`src/rtl/fifo_write_arbiter.sv`:
```
// rtl/fifo_write_arbiter.sv - round-robin burst-limited arbiter for a shared FIFO write port
module fifo_write_arbiter #(
    parameter int NREQ  = 4,
    parameter int DW    = 4,
    parameter int BURST = 2
) (
    input  logic                     clk,
    input  logic                     rst_n,
    input  logic                     en,
    input  logic [NREQ-1:0]          req_valid,
    input  logic [NREQ*DW-1:0]       req_data,
    output logic [NREQ-1:0]          req_ready,
    input  logic                     fifo_full,
    output logic                     fifo_winc,
    output logic [DW-1:0]            fifo_wdata,
    output logic [$clog2(NREQ)-1:0]  gnt_id,
    output logic [7:0]               stall_cnt
);

    localparam int IW = $clog2(NREQ);

    typedef enum logic {
        IDLE = 1'b0,
        HOLD = 1'b1
    } state_t;

    state_t        state, state_n;
    logic [IW-1:0] owner, owner_n;
    logic [IW-1:0] last, last_n;
    logic [3:0]    burst_cnt, burst_n;
    logic [7:0]    stall_n;

    logic          hold_go;
    logic          skip_owner;
    logic          found;
    logic [IW-1:0] win;
    logic [IW-1:0] cand;
    logic          accept;

    // Winner selection: keep the owner while its burst lasts, otherwise
    // rotate from the last winner, passing over an exhausted owner unless
    // it is the only producer with data.
    always_comb begin
        hold_go    = (state == HOLD) && req_valid[owner] && (burst_cnt < 4'(BURST));
        skip_owner = (state == HOLD) && (burst_cnt >= 4'(BURST));
        found      = 1'b0;
        win        = '0;
        cand       = '0;
        if (hold_go) begin
            found = 1'b1;
            win   = owner;
        end else begin
            for (int k = 1; k <= NREQ; k++) begin
                cand = IW'((int'(last) + k) % NREQ);
                if (!found && req_valid[cand] && !(skip_owner && (cand == owner))) begin
                    found = 1'b1;
                    win   = cand;
                end
            end
            if (!found && skip_owner && req_valid[owner]) begin
                found = 1'b1;
                win   = owner;
            end
        end
        accept = rst_n && en && !fifo_full && found;
    end

    // Zero-latency handshake outputs, forced to zero whenever nothing is accepted.
    always_comb begin
        req_ready  = '0;
        fifo_winc  = 1'b0;
        fifo_wdata = '0;
        gnt_id     = '0;
        if (accept) begin
            req_ready[win] = 1'b1;
            fifo_winc      = 1'b1;
            fifo_wdata     = req_data[int'(win)*DW +: DW];
            gnt_id         = win;
        end
    end

    // Next-state: update ownership on accept, drop to IDLE when nobody has data,
    // hold everything when blocked by full or disable.
    always_comb begin
        state_n = state;
        owner_n = owner;
        last_n  = last;
        burst_n = burst_cnt;
        stall_n = stall_cnt;
        if (accept) begin
            last_n  = win;
            state_n = HOLD;
            if (hold_go) begin
                burst_n = burst_cnt + 4'd1;
            end else begin
                owner_n = win;
                burst_n = 4'd1;
            end
        end else if (!(|req_valid)) begin
            state_n = IDLE;
            burst_n = 4'd0;
        end
        if ((|req_valid) && fifo_full && (stall_cnt != 8'hFF)) begin
            stall_n = stall_cnt + 8'd1;
        end
    end

    // State registers with synchronous active-low reset.
    always_ff @(posedge clk) begin
        if (!rst_n) begin
            state     <= IDLE;
            owner     <= '0;
            last      <= IW'(NREQ - 1);
            burst_cnt <= 4'd0;
            stall_cnt <= 8'd0;
        end else begin
            state     <= state_n;
            owner     <= owner_n;
            last      <= last_n;
            burst_cnt <= burst_n;
            stall_cnt <= stall_n;
        end
    end

endmodule

```
`config.mk`:
```
export PLATFORM = sky130hd
export DESIGN_NAME = fifo_write_arbiter
export DESIGN_NICKNAME = d
export VERILOG_FILES = /design/src/rtl/fifo_write_arbiter.sv
export SDC_FILE = /design/constraint.sdc
export NUM_CORES = 1
export LEC_CHECK = 0
export CAP_MARGIN = 40
export CORE_MARGIN = 3
export CORE_UTILIZATION = 45
export DETAILED_ROUTE_END_ITERATION = 10
export PLACE_DENSITY_LB_ADDON = 0.12
export SLEW_MARGIN = 0
export SYNTH_ARGS = -nofsm -noshare
export SYNTH_HDL_FRONTEND = slang
export SYNTH_SLANG_ARGS = --single-unit
export TNS_END_PERCENT = 10
```
`constraint.sdc`:
```
create_clock -name clk -period 10.7 [get_ports clk]
set_input_delay 3.21 -clock clk [delete_from_list [all_inputs] [get_ports clk]]
set_output_delay 3.21 -clock clk [all_outputs]
set_load 0.05 [all_outputs]
```
==> results.json <==
{
  "power.internal_uw": 111,
  "crit_start": "req_valid[3]",
  "die_width_um": 65.1,
  "syn_to_final_growth_pct": 29.0,
  "hp-class": "flop to flop",
  "cp_cell_sequence": "clkdlybuf4s50_1, nor2b_1, mux4_2, a221oi_2, o31ai_2, o311ai_4, mux2_2, nor2_1, a211oi_1, clkdlybuf4s50_1",
  "dieArea_sq_um": 4230,
  "grt_pass1_wl_um": 7120,
  "syn-num-nets": 213,
  "drive_gt1_frac": 0.112,
  "worstSetupPathType": "input pin to primary output",
  "synth-xor-area-share": 0.0502,
  "grt_start_max_net_pins": 20,
  "tritoncts": "done",
  "switching_power_uw": 63.0,
  "final_common_cell": "clkdlybuf4s50_1",
  "place.gp.congestion": 0.849,
  "synth_area_leaders": "dfxtp_1 22%, mux2i_1 6.4%, nor2_1 4.5%",
  "crit_path_frequent_cell": "clkdlybuf4s50_1",
  "yosys.area.top_type": "dfxtp_1",
  "fillCellCount": 292,
  "synth_top_area_frac": 0.217,
  "min_period_ns": 10.27,
  "irDropWorstVdd_v": 0.0000375,
  "fin_skew_ns": 0.0101,
  "worstPathArrival_ns": 7.06,
  "antennaDiodeCount": 0,
  "synth_area_per_cell_sq_um": 8.44,
  "grt_pass1_vias": 1493,
  "antenna_found_initial": 0,
  "fin_util": 0.637,
  "syn_area_sq_um": 1570,
  "maxSlewHeadroom": 0.398,
  "fin_setup_tns_ns": 0,
  "p_seq_frac": 0.405,
  "start_util": 0.494,
  "fin_crit_sh": 0.960,
  "path_max_fanout": 11,
  "clk-insertion-delay-late_ns": 0.29,
  "p_leak_uw": 0.000744,
  "synthAdderAreaFrac": 0.0239,
  "layout_common_cells": "42 x clkdlybuf4s50_1, 19 x nor2_1, 17 x dfxtp_1, 15 x nand2_1, 10 x mux2i_1",
  "yosysSeqAreaShare": 0.217,
  "cts_resized": 0,
  "finalMaxSlewViolations": 0,
  "drtIter0Drc": 74,
  "synth-main-ff-cell": "dfxtp_1",
  "finalNetCount": 251,
  "required_ns": 7.49,
  "finalWirelength_um": 4120,
  "layout_setup_ws_ns": 0.429,
  "place_ws_ns": 0.466,
  "ys_seq_elements": 17,
  "cts_hold_buf": 0,
  "dr_total_vias": 1571,
  "start_kind": "input pin",
  "cts-root-buf": "clkbuf_4",
  "post-cts-setup-buffers": 0,
  "vias_per_cell": 5.88,
  "outcome": "completed",
  "power_density_nw_per_um2": 86.1,
  "drc": 0,
  "worst_path_max_delay_cell": "clkdlybuf4s50_1",
  "synthCells": 186,
  "track_usage": 0.209,
  "yosys_warnings": 0,
  "ant_nets": 0,
  "worstMarginPinSlew_ns": 0.897,
  "core_sq_um": 3180,
  "firstDrtPassIters": 4,
  "p_comb_frac": 0.393,
  "slowest_delay_ns": 0.84,
  "fmax_mhz": 97.4,
  "synth_compound_area_frac": 0.258,
  "ys_types": 53,
  "cts_buffers": 3,
  "muxShareOfSynthArea": 0.167,
  "rsz0062_at_grt": "false",
  "die_y_um": 65.1,
  "synth_edf_count": 0,
  "cap_viol_max_count": 0,
  "swShare": 0.362,
  "min_from": "stall_cnt[5]$_SDFFE_PN0P_",
  "cts_buffer_depth": 2,
  "hold_viol": 0,
  "wl_per_cell_um": 15.4,
  "cp-end-kind": "primary output",
  "io_buffers": 42,
  "clk_pin_slew_ns": 0.09,
  "synth_top_family_by_area": "compound AO/OA/AOI/OAI gates",
  "reg2reg_depth": 8,
  "hold_path_depth": 2,
  "r2r-start": "last[1]$_SDFFE_PN1P_",
  "cts.sink_count": 17,
  "setup_viol": 0,
  "std_cell_rows": 20,
  "synthSimpleGateAreaFrac": 0.230,
  "htreeDepth": 1,
  "io_pins": 43,
  "pwr-share-clk": 0.202,
  "hpwl_um": 3150,
  "async_flop_share": 0,
  "grt_overflow": 0
}
-- metrics by stage --
step	instance area (sq um)	total power [uW]	std cells	hold WS (ns)
2_1_floorplan	1570	121	186	0.478
3_3_place_gp	2000	138	263	0.482
3_5_place_dp	2000	140	263	0.485
4_1_cts	2020	174	267	0.500
5_1_grt	2020	184	267	0.532
6_report	2020	174	267	0.496
-- metal layers --
metal  routed length [um]  share of wire  global-route usage  vias to the layer above
met5                    0              0                   0                        -
met4                   36         0.0087              0.0725                        0
met3                  125          0.030             0.00867                        2
met2                 2130           0.52               0.365                       32
met1                 1830           0.44               0.273                      762
li1                     -              -                   -                      775
-- Yosys cell counts (3+ instances only) --
cell type	number
a211oi_2	3
a21oi_1	9
a31oi_1	4
and2_1	7
buf_2	4
clkbuf_1	3
dfxtp_1	17
ha_1	3
inv_1	4
mux2_1	3
mux2_2	4
mux2i_1	10
mux4_2	3
nand2_1	15
nand3_1	5
nand4_1	3
nor2_1	19
nor2b_1	7
nor3_1	4
o211ai_1	3
o21ai_0	6
xnor2_1	7
-- kinds of logic (layout without fill, tap and decap cells) --
kind of cell,after synthesis,in the layout
mux,21,21
simple gates,71,71
compound gates,48,48
buf+inv,17,54
flops,17,17
fa+ha+maj,3,3
xor+xnor,9,9
-- final timing paths --
check,to,slack [ns]
setup / recovery,fifo_wdata[3],0.43
hold / removal,stall_cnt[5]$_SDFFE_PN0P_,0.50
setup reg to reg,last[1]$_SDFFE_PN1P_,7.31
hold reg to reg,stall_cnt[5]$_SDFFE_PN0P_,0.50
-- worst max-delay path, delay by kind of cell --
family / cells / cell delay (ns)
buffers and inverters: 2 / 1.51
AOI/OAI and AO/OA: 4 / 1.44
muxes: 2 / 0.77
and+or+nand+nor: 2 / 0.13
-- cell type report --
cell class,instances,area [sq um],share of cell area
multi-input combinational,152,1140,0.566
timing repair buffer,44,435,0.215
sequential,17,340,0.168
tap,44,55.1,0.0272
clock buffer,4,26.3,0.0130
inverter,6,22.5,0.0111
-- flip-flops by register name, indices dropped and copies added, names as in the netlist --
| register | flops |
|---|---|
| stall_cnt | 8 |
| burst_cnt | 4 |
| last | 2 |
| owner | 2 |
| state | 1 |
-- power by group through the flow --
stage / logic (uW) / clock network (uW) / registers [uW]
6_report: 68.5 / 35.2 / 70.6
5_1_grt: 74.2 / 38.7 / 71.1
4_1_cts: 68.5 / 35.3 / 70.5
3_5_place_dp: 68.2 / 0 / 72.0
3_3_place_gp: 66.5 / 0 / 71.7
2_1_floorplan: 48.6 / 0 / 72.0
Note: power is estimated with default switching activity, not from simulation.
